$ cat src/rtl/grf_arb_pkg.sv
// Shared types and constants for the GRF write-port arbiter.
package grf_arb_pkg;

    localparam int unsigned ADDR_W = 5;
    localparam int unsigned DATA_W = 32;

    localparam logic [ADDR_W-1:0] REG_ZERO = 5'd0;

    localparam int unsigned DEPTH_DEF      = 2;
    localparam int unsigned STARVE_MAX_DEF = 4;

    // One buffered long-latency result; valid drops when the entry is killed or popped.
    typedef struct packed {
        logic              valid;
        logic [ADDR_W-1:0] addr;
        logic [DATA_W-1:0] data;
    } pend_entry_t;

    localparam int unsigned ENTRY_W = $bits(pend_entry_t);

endpackage

$ cat src/rtl/grf_wr_arbiter_if.sv
// Bus bundle between the pipeline/LU source and the GRF write arbiter.
interface grf_wr_arbiter_if;
    import grf_arb_pkg::*;

    // Writeback stage request
    logic              wb_we;
    logic [ADDR_W-1:0] wb_addr;
    logic [DATA_W-1:0] wb_data;
    // Long-latency result handshake
    logic              lu_valid;
    logic [ADDR_W-1:0] lu_addr;
    logic [DATA_W-1:0] lu_data;
    logic              lu_ready;
    // Decode-stage forwarding lookup
    logic [ADDR_W-1:0] qry_rs;
    logic [ADDR_W-1:0] qry_rt;
    logic              fwd_rs_hit;
    logic              fwd_rt_hit;
    logic [DATA_W-1:0] fwd_rs_data;
    logic [DATA_W-1:0] fwd_rt_data;
    // GRF write port and pipeline stall
    logic              RegWr;
    logic [ADDR_W-1:0] RWAddr;
    logic [DATA_W-1:0] RWData;
    logic              stall_GRF;

    modport master (
        output wb_we, wb_addr, wb_data, lu_valid, lu_addr, lu_data, qry_rs, qry_rt,
        input  lu_ready, fwd_rs_hit, fwd_rt_hit, fwd_rs_data, fwd_rt_data,
        input  RegWr, RWAddr, RWData, stall_GRF
    );

    modport slave (
        input  wb_we, wb_addr, wb_data, lu_valid, lu_addr, lu_data, qry_rs, qry_rt,
        output lu_ready, fwd_rs_hit, fwd_rt_hit, fwd_rs_data, fwd_rt_data,
        output RegWr, RWAddr, RWData, stall_GRF
    );

endinterface

$ cat src/rtl/grf_pend_fifo.sv
// Pending-result FIFO: storage, pointers, kill-by-address and newest-match forwarding.
module grf_pend_fifo
    import grf_arb_pkg::*;
#(
    parameter int unsigned DEPTH = DEPTH_DEF
) (
    input  logic              clk,
    input  logic              Reset_n,
    input  logic              push,
    input  logic [ADDR_W-1:0] push_addr,
    input  logic [DATA_W-1:0] push_data,
    input  logic              pop,
    input  logic              kill_en,
    input  logic [ADDR_W-1:0] kill_addr,
    input  logic [ADDR_W-1:0] qry_rs,
    input  logic [ADDR_W-1:0] qry_rt,
    output logic              empty,
    output logic              full,
    output pend_entry_t       head,
    output logic              rs_hit,
    output logic [DATA_W-1:0] rs_data,
    output logic              rt_hit,
    output logic [DATA_W-1:0] rt_data
);

    localparam int unsigned PTR_W = $clog2(DEPTH);

    pend_entry_t      mem_q [DEPTH];
    logic [PTR_W-1:0] head_q;
    logic [PTR_W-1:0] tail_q;
    logic [PTR_W:0]   count_q;
    logic [PTR_W-1:0] idx;

    assign empty = (count_q == '0);
    assign full  = (count_q == (PTR_W+1)'(DEPTH));
    assign head  = mem_q[head_q];

    // Storage update: kill matching entries, retire the head, append at the tail.
    always_ff @(posedge clk or negedge Reset_n) begin
        if (!Reset_n) begin
            for (int i = 0; i < DEPTH; i++) begin
                mem_q[i] <= '0;
            end
            head_q  <= '0;
            tail_q  <= '0;
            count_q <= '0;
        end else begin
            for (int i = 0; i < DEPTH; i++) begin
                if (kill_en && mem_q[i].valid && (mem_q[i].addr == kill_addr)) begin
                    mem_q[i].valid <= 1'b0;
                end
            end
            if (pop) begin
                mem_q[head_q].valid <= 1'b0;
                head_q              <= head_q + 1'b1;
            end
            // Tail slot is never occupied here, so the push cannot collide with kill/pop.
            if (push) begin
                mem_q[tail_q] <= '{valid: 1'b1, addr: push_addr, data: push_data};
                tail_q        <= tail_q + 1'b1;
            end
            unique case ({push, pop})
                2'b10:   count_q <= count_q + 1'b1;
                2'b01:   count_q <= count_q - 1'b1;
                default: ;
            endcase
        end
    end

    // Walk oldest to newest so the last match (the newest entry) wins.
    always_comb begin
        rs_hit  = 1'b0;
        rs_data = '0;
        rt_hit  = 1'b0;
        rt_data = '0;
        idx     = '0;
        for (int i = 0; i < DEPTH; i++) begin
            idx = head_q + PTR_W'(i);
            if (mem_q[idx].valid && (qry_rs != REG_ZERO) && (mem_q[idx].addr == qry_rs)) begin
                rs_hit  = 1'b1;
                rs_data = mem_q[idx].data;
            end
            if (mem_q[idx].valid && (qry_rt != REG_ZERO) && (mem_q[idx].addr == qry_rt)) begin
                rt_hit  = 1'b1;
                rt_data = mem_q[idx].data;
            end
        end
    end

endmodule

$ cat src/rtl/grf_wr_arbiter.sv
// GRF write-port arbiter: grant mux between writeback and buffered long-latency
// results, starvation counter and registered pipeline stall.
module grf_wr_arbiter
    import grf_arb_pkg::*;
#(
    parameter int unsigned DEPTH      = DEPTH_DEF,
    parameter int unsigned STARVE_MAX = STARVE_MAX_DEF
) (
    input logic              clk,
    input logic              Reset_n,
    grf_wr_arbiter_if.slave  bus
);

    localparam int unsigned SC_W = $clog2(STARVE_MAX) + 1;
    localparam logic [SC_W-1:0] SC_LAST = SC_W'(STARVE_MAX - 1);

    logic              fifo_empty;
    logic              fifo_full;
    pend_entry_t       fifo_head;
    logic              rs_hit;
    logic              rt_hit;
    logic [DATA_W-1:0] rs_data;
    logic [DATA_W-1:0] rt_data;

    logic              lu_ready;
    logic              push;
    logic              head_grant;
    logic              wb_grant;

    logic              reg_wr;
    logic [ADDR_W-1:0] rw_addr;
    logic [DATA_W-1:0] rw_data;

    logic [SC_W-1:0]   sc_q;
    logic [SC_W-1:0]   sc_d;
    logic              stall_q;
    logic              stall_d;

    // Ready follows the registered count; held low while in reset.
    assign lu_ready = Reset_n & ~fifo_full;
    // Register-0 results complete the handshake but are never buffered.
    assign push     = bus.lu_valid & lu_ready & (bus.lu_addr != REG_ZERO);

    // During a stall the head takes the port and the pipeline re-presents its write.
    assign head_grant = ~fifo_empty & (stall_q | ~bus.wb_we);
    assign wb_grant   = ~head_grant & bus.wb_we;

    grf_pend_fifo #(
        .DEPTH (DEPTH)
    ) u_fifo (
        .clk       (clk),
        .Reset_n   (Reset_n),
        .push      (push),
        .push_addr (bus.lu_addr),
        .push_data (bus.lu_data),
        .pop       (head_grant),
        .kill_en   (wb_grant),
        .kill_addr (bus.wb_addr),
        .qry_rs    (bus.qry_rs),
        .qry_rt    (bus.qry_rt),
        .empty     (fifo_empty),
        .full      (fifo_full),
        .head      (fifo_head),
        .rs_hit    (rs_hit),
        .rs_data   (rs_data),
        .rt_hit    (rt_hit),
        .rt_data   (rt_data)
    );

    // Drive the GRF port from whichever source holds the grant.
    always_comb begin
        reg_wr  = 1'b0;
        rw_addr = '0;
        rw_data = '0;
        if (head_grant) begin
            // A killed head is retired silently.
            reg_wr  = fifo_head.valid & (fifo_head.addr != REG_ZERO);
            rw_addr = fifo_head.addr;
            rw_data = fifo_head.data;
        end else if (wb_grant) begin
            reg_wr  = (bus.wb_addr != REG_ZERO);
            rw_addr = bus.wb_addr;
            rw_data = bus.wb_data;
        end
        if (!Reset_n) begin
            reg_wr = 1'b0;
        end
    end

    // Starvation count and stall request for the next cycle.
    always_comb begin
        sc_d = sc_q;
        if (fifo_empty || head_grant) begin
            sc_d = '0;
        end else if (sc_q != SC_LAST) begin
            sc_d = sc_q + 1'b1;
        end
        stall_d = ((sc_q == SC_LAST) || fifo_full) && !fifo_empty && !head_grant;
    end

    // Starvation counter and stall register.
    always_ff @(posedge clk or negedge Reset_n) begin
        if (!Reset_n) begin
            sc_q    <= '0;
            stall_q <= 1'b0;
        end else begin
            sc_q    <= sc_d;
            stall_q <= stall_d;
        end
    end

    assign bus.lu_ready    = lu_ready;
    assign bus.RegWr       = reg_wr;
    assign bus.RWAddr      = rw_addr;
    assign bus.RWData      = rw_data;
    assign bus.stall_GRF   = stall_q;
    assign bus.fwd_rs_hit  = rs_hit & Reset_n;
    assign bus.fwd_rt_hit  = rt_hit & Reset_n;
    assign bus.fwd_rs_data = rs_data;
    assign bus.fwd_rt_data = rt_data;

endmodule

$ cat src/flat_wrapper.sv
// flat-port wrapper written by rule: the top's interface ports become plain ports
module grf_wr_arbiter_flat import grf_arb_pkg::*;
#(
    parameter int unsigned DEPTH      = DEPTH_DEF,
    parameter int unsigned STARVE_MAX = STARVE_MAX_DEF
)
  (clk, Reset_n, bus_wb_we, bus_wb_addr, bus_wb_data, bus_lu_valid, bus_lu_addr, bus_lu_data, bus_qry_rs, bus_qry_rt, bus_lu_ready, bus_fwd_rs_hit, bus_fwd_rt_hit, bus_fwd_rs_data, bus_fwd_rt_data, bus_RegWr, bus_RWAddr, bus_RWData, bus_stall_GRF);
  grf_wr_arbiter_if bus_i ();
  input logic clk;
  input logic Reset_n;
  input wire logic [$bits(bus_i.wb_we)-1:0] bus_wb_we;
  input wire logic [$bits(bus_i.wb_addr)-1:0] bus_wb_addr;
  input wire logic [$bits(bus_i.wb_data)-1:0] bus_wb_data;
  input wire logic [$bits(bus_i.lu_valid)-1:0] bus_lu_valid;
  input wire logic [$bits(bus_i.lu_addr)-1:0] bus_lu_addr;
  input wire logic [$bits(bus_i.lu_data)-1:0] bus_lu_data;
  input wire logic [$bits(bus_i.qry_rs)-1:0] bus_qry_rs;
  input wire logic [$bits(bus_i.qry_rt)-1:0] bus_qry_rt;
  output wire logic [$bits(bus_i.lu_ready)-1:0] bus_lu_ready;
  output wire logic [$bits(bus_i.fwd_rs_hit)-1:0] bus_fwd_rs_hit;
  output wire logic [$bits(bus_i.fwd_rt_hit)-1:0] bus_fwd_rt_hit;
  output wire logic [$bits(bus_i.fwd_rs_data)-1:0] bus_fwd_rs_data;
  output wire logic [$bits(bus_i.fwd_rt_data)-1:0] bus_fwd_rt_data;
  output wire logic [$bits(bus_i.RegWr)-1:0] bus_RegWr;
  output wire logic [$bits(bus_i.RWAddr)-1:0] bus_RWAddr;
  output wire logic [$bits(bus_i.RWData)-1:0] bus_RWData;
  output wire logic [$bits(bus_i.stall_GRF)-1:0] bus_stall_GRF;
  assign bus_i.wb_we = bus_wb_we;
  assign bus_i.wb_addr = bus_wb_addr;
  assign bus_i.wb_data = bus_wb_data;
  assign bus_i.lu_valid = bus_lu_valid;
  assign bus_i.lu_addr = bus_lu_addr;
  assign bus_i.lu_data = bus_lu_data;
  assign bus_i.qry_rs = bus_qry_rs;
  assign bus_i.qry_rt = bus_qry_rt;
  assign bus_lu_ready = bus_i.lu_ready;
  assign bus_fwd_rs_hit = bus_i.fwd_rs_hit;
  assign bus_fwd_rt_hit = bus_i.fwd_rt_hit;
  assign bus_fwd_rs_data = bus_i.fwd_rs_data;
  assign bus_fwd_rt_data = bus_i.fwd_rt_data;
  assign bus_RegWr = bus_i.RegWr;
  assign bus_RWAddr = bus_i.RWAddr;
  assign bus_RWData = bus_i.RWData;
  assign bus_stall_GRF = bus_i.stall_GRF;
  grf_wr_arbiter #(.DEPTH(DEPTH), .STARVE_MAX(STARVE_MAX)) u_core (.clk(clk), .Reset_n(Reset_n), .bus(bus_i));
endmodule
$ cat config.mk
export PLATFORM = sky130hd
export DESIGN_NAME = grf_wr_arbiter_flat
export DESIGN_NICKNAME = d
export VERILOG_FILES = /design/src/rtl/grf_arb_pkg.sv /design/src/rtl/grf_wr_arbiter_if.sv /design/src/rtl/grf_pend_fifo.sv /design/src/rtl/grf_wr_arbiter.sv /design/src/flat_wrapper.sv
export SDC_FILE = /design/constraint.sdc
export NUM_CORES = 1
export LEC_CHECK = 0
export CORE_MARGIN = 5
export CORE_UTILIZATION = 43
export DETAILED_ROUTE_END_ITERATION = 7
export PLACE_DENSITY = 0.78
export SYNTH_ARGS = -nofsm -noshare
export SYNTH_HDL_FRONTEND = slang
export SYNTH_SLANG_ARGS = --single-unit
export TNS_END_PERCENT = 1
$ cat constraint.sdc
create_clock -name clk -period 2.2 [get_ports clk]
set_input_delay 0.33 -clock clk [delete_from_list [all_inputs] [get_ports clk]]
set_output_delay 0.33 -clock clk [all_outputs]
set_load 0.005 [all_outputs]
==> results.md <==
- Worst-margin pin slew: 0.546 ns
- Share of layout cells above drive strength 1: 0.366
- PnR Total Power: 12.8 mW
- WHS: 0.282 ns
- Sw frac: 0.413
- Residual DRC: 0
- Input/output buffers: 193
- Failing checks: setup timing
- First-pass GRT wire length: 35200 um
- Initial core utilization: 0.441
- Max cap viols: 0
- Num ports: 194
- Ys async rst share: 1.00
- Critical-path top delay cell: or4_4
- RR Endpoint: u_core.u_fifo.mem_q[37]
- Die Area: 16800 um^2
- Clock Latency Late Sink: 0.34 ns
- Post-layout min period: 3.15 ns
- Largest area contributor in the netlist: dfrtp_1
- Cells along the critical path: buf_6, mux2i_4, xor2_1, nand4_1, or4_4, buf_12, buf_12, buf_6, mux2i_2, buf_2
- Die width: 130 um
- Origin of the worst setup path: u_core.u_fifo.head_q
- Reg2reg path depth: 7
- Worst EP arrival: 2.82 ns
- Die H: 130 um
- Post-route ant nets: 0
- Post-DP HPWL: 15400 um
- Largest net degree at the start of global routing: 43
- Top-count cell post-synth: mux2i_1
- Synth cell count leaders: 108 x mux2i_1, 106 x mux2_2, 84 x dfrtp_1
- Final hold vios: 0
- Startpoint types: register
- Register area share after synthesis: 0.341
- Clock skew: 0.00721 ns
- Clock power share: 0.112
- Net Sw Power: 5.29 mW
- CP max stage delay: 0.54 ns
- Sequential share of power: 0.235
- Max Root-Sink Buffers: 2
- Worst min path class: input pin to asynchronous set/reset pin
- Via count: 6086
- Overall routing resource usage: 0.270
- Routed WL: 23200 um
- Fmax: 318 MHz
- Setup ws final: -0.946 ns
- Nets: 964
- Combinational power share: 0.653
- RSZ-0062 raised after global routing: true
- EDFF count, synth: 0
- TritonRoute pass-1 iters: 5
- Core area: 14000 um^2
- Post-synthesis area per instance: 9.97 um^2
- CP Capture Point: bus_fwd_rt_data[21]
- Initial DRC Count: 360
- ANT cells: 0
- FF-to-FF setup slack: 0.11 ns
- Syn Inst Count: 619
- Yosys warnings: 0
- Number of cell rows: 43
- Routed wire per std cell: 22.0 um
- Number of fill cells: 1066
- Overflow after GRT: 0
- Fin. max-slew vios: 0
- Cell-internal power: 7.51 mW
- Peak supply drop: 0.000663 V
- Clk root buf: clkbuf_16
- Clock sinks: 84
- PwrDens: 1370 nW/um^2
- Leakage: 4.53 nW
- H-Tree Depth: 3
- Synth area leaders: dfrtp_1 34%, mux2_2 19%, mux2i_1 18%, nand3_1 5.9%, nand2_1 4.0%
- Crit-path max FO: 8
- Yosys top cell area share: 0.341
- Kind of critical path: register to primary output
- GP Congestion: 0.951
- Outcome: finished, violations left
- Yosys reg bits: 84
- Crit share post-route: 1.43
- Clock transition at the registers of the reported paths: 0.06 ns
- Synth Net Count: 710
- Synth cell types: 33
- Vias/cell: 5.75
- Prevailing post-synth register cell: dfrtp_1
- Total CTS buffers: 9
- Mapped Area: 6170 um^2
- CP required: 1.87 ns
- Vias in the first global route: 6546
- CTS tree: yes
- Relative slew slack: 0.632
- Layout area overhead: 51.8%
- Worst Setup End Kind: primary output
- Final setup fails: 100
- RR Startpoint: u_core.u_fifo.count_q[0]
- Initial antenna violation count: 0
placed cells by master, fill, tap and decap left out, drive strengths merged, types with 5 or more instances in the layout:
master         netlist  layout
buf                 35     167
clkdlybuf4s50        0     119
mux2i              109     109
mux2               106     106
dfrtp               84      84
nand3               73      73
nand2               65      65
nand4               34      34
xnor2               20      20
xor2                16      16
clkbuf              18      16
nor2                12      12
o21ai                9       9
inv                  7       7
or4                  5       5
critical path, delay by kind of cell (launching register included):
| kind | cells | cell delay [ns] |
|---|---|---|
| xor gates and xnor gates | 1 | 0.18 |
| buffers and inverters | 5 | 0.71 |
| DFF | 1 | 0.52 |
| muxes | 2 | 0.41 |
| and+or+nand+nor | 2 | 0.66 |
flip-flops by register name, summed over array words and instances (netlist names):
signal,cells
u_core.u_fifo.tail_q,1
u_core.u_fifo.head_q,1
u_core.sc_q,3
u_core.u_fifo.mem_q,76
u_core.bus.stall_GRF,1
u_core.u_fifo.count_q,2
power by group through the flow:
stage / Combinational (mW) / Sequential (mW) / Clock (mW)
after global placement: 7.53 / 2.91 / 0
after global routing: 8.89 / 3.09 / 1.53
after detailed placement: 7.74 / 3.01 / 0
final: 8.35 / 3.01 / 1.43
after floorplan: 4.47 / 2.83 / 0
after CTS: 8.22 / 2.96 / 1.46
worst min-delay path by stage:
stage | to | slack [ns] | cells past startpoint
global placement | u_core.sc_q[2] | 0.49 | 2
floorplan | u_core.bus.stall_GRF | 0.03 | 0
CTS | u_core.u_fifo.mem_q[29] | 0.29 | 3
finish | u_core.u_fifo.mem_q[67] | 0.28 | 3
detailed placement | u_core.sc_q[2] | 0.51 | 2
global route | u_core.sc_q[2] | 0.33 | 3
stage by stage:
stage / utilization / cell area (um^2) / TNS, ns / std cells / setup slack [ns]
after floorplan: - / 6250 / -3.39 / 619 / -0.0760
after global placement: 0.636 / 8890 / -79.87 / 1022 / -0.977
after detailed placement: 0.636 / 8890 / -84.58 / 1022 / -0.984
after CTS: 0.670 / 9380 / -66.30 / 1058 / -0.906
after global routing: 0.669 / 9360 / -72.20 / 1058 / -1.02
final: 0.669 / 9360 / -63.90 / 1058 / -0.946
layer usage:
layer,routed length (um),vias up,GRT usage
met5,0,-,0
met4,1060,0,0.135
met3,1700,73,0.0569
met2,11800,302,0.475
met1,8680,2963,0.309
li1,-,2748,-
cells by family after synthesis:
family                   Yosys count  synth area share
XOR/XNOR                          36            0.0511
flip-flops                        84             0.341
AND/OR/NAND/NOR                  201             0.161
AO/OA/AOI/OAI                     20            0.0195
buffers and inverters             60            0.0501
adder cells (fa/ha/maj)            3           0.00609
multiplexers                     215             0.371
final cells by class:
| cell class | instances | area (um^2) | area share |
|---|---|---|---|
| multi-input cells | 475 | 3970 | 0.424 |
| clock buffers | 15 | 278 | 0.0297 |
| clock inverters | 1 | 5.00 | 0.000534 |
| inverters | 7 | 26.3 | 0.00281 |
| flip-flops and latches | 84 | 2110 | 0.225 |
| repair buffers | 296 | 2760 | 0.294 |
| well taps | 180 | 225 | 0.0241 |
what timing repair did:
| item | 4_1_cts | 5_1_grt |
|---|---|---|
| pin swaps | 8 | 7 |
| endpoints found under the setup margin | 104 | 104 |
| setup buffers | 17 | 0 |
| hold buffers | 0 | 0 |
| resized for setup | 304 | 26 |
| gates cloned | 3 | 0 |
(Power assumes the default switching activity.)
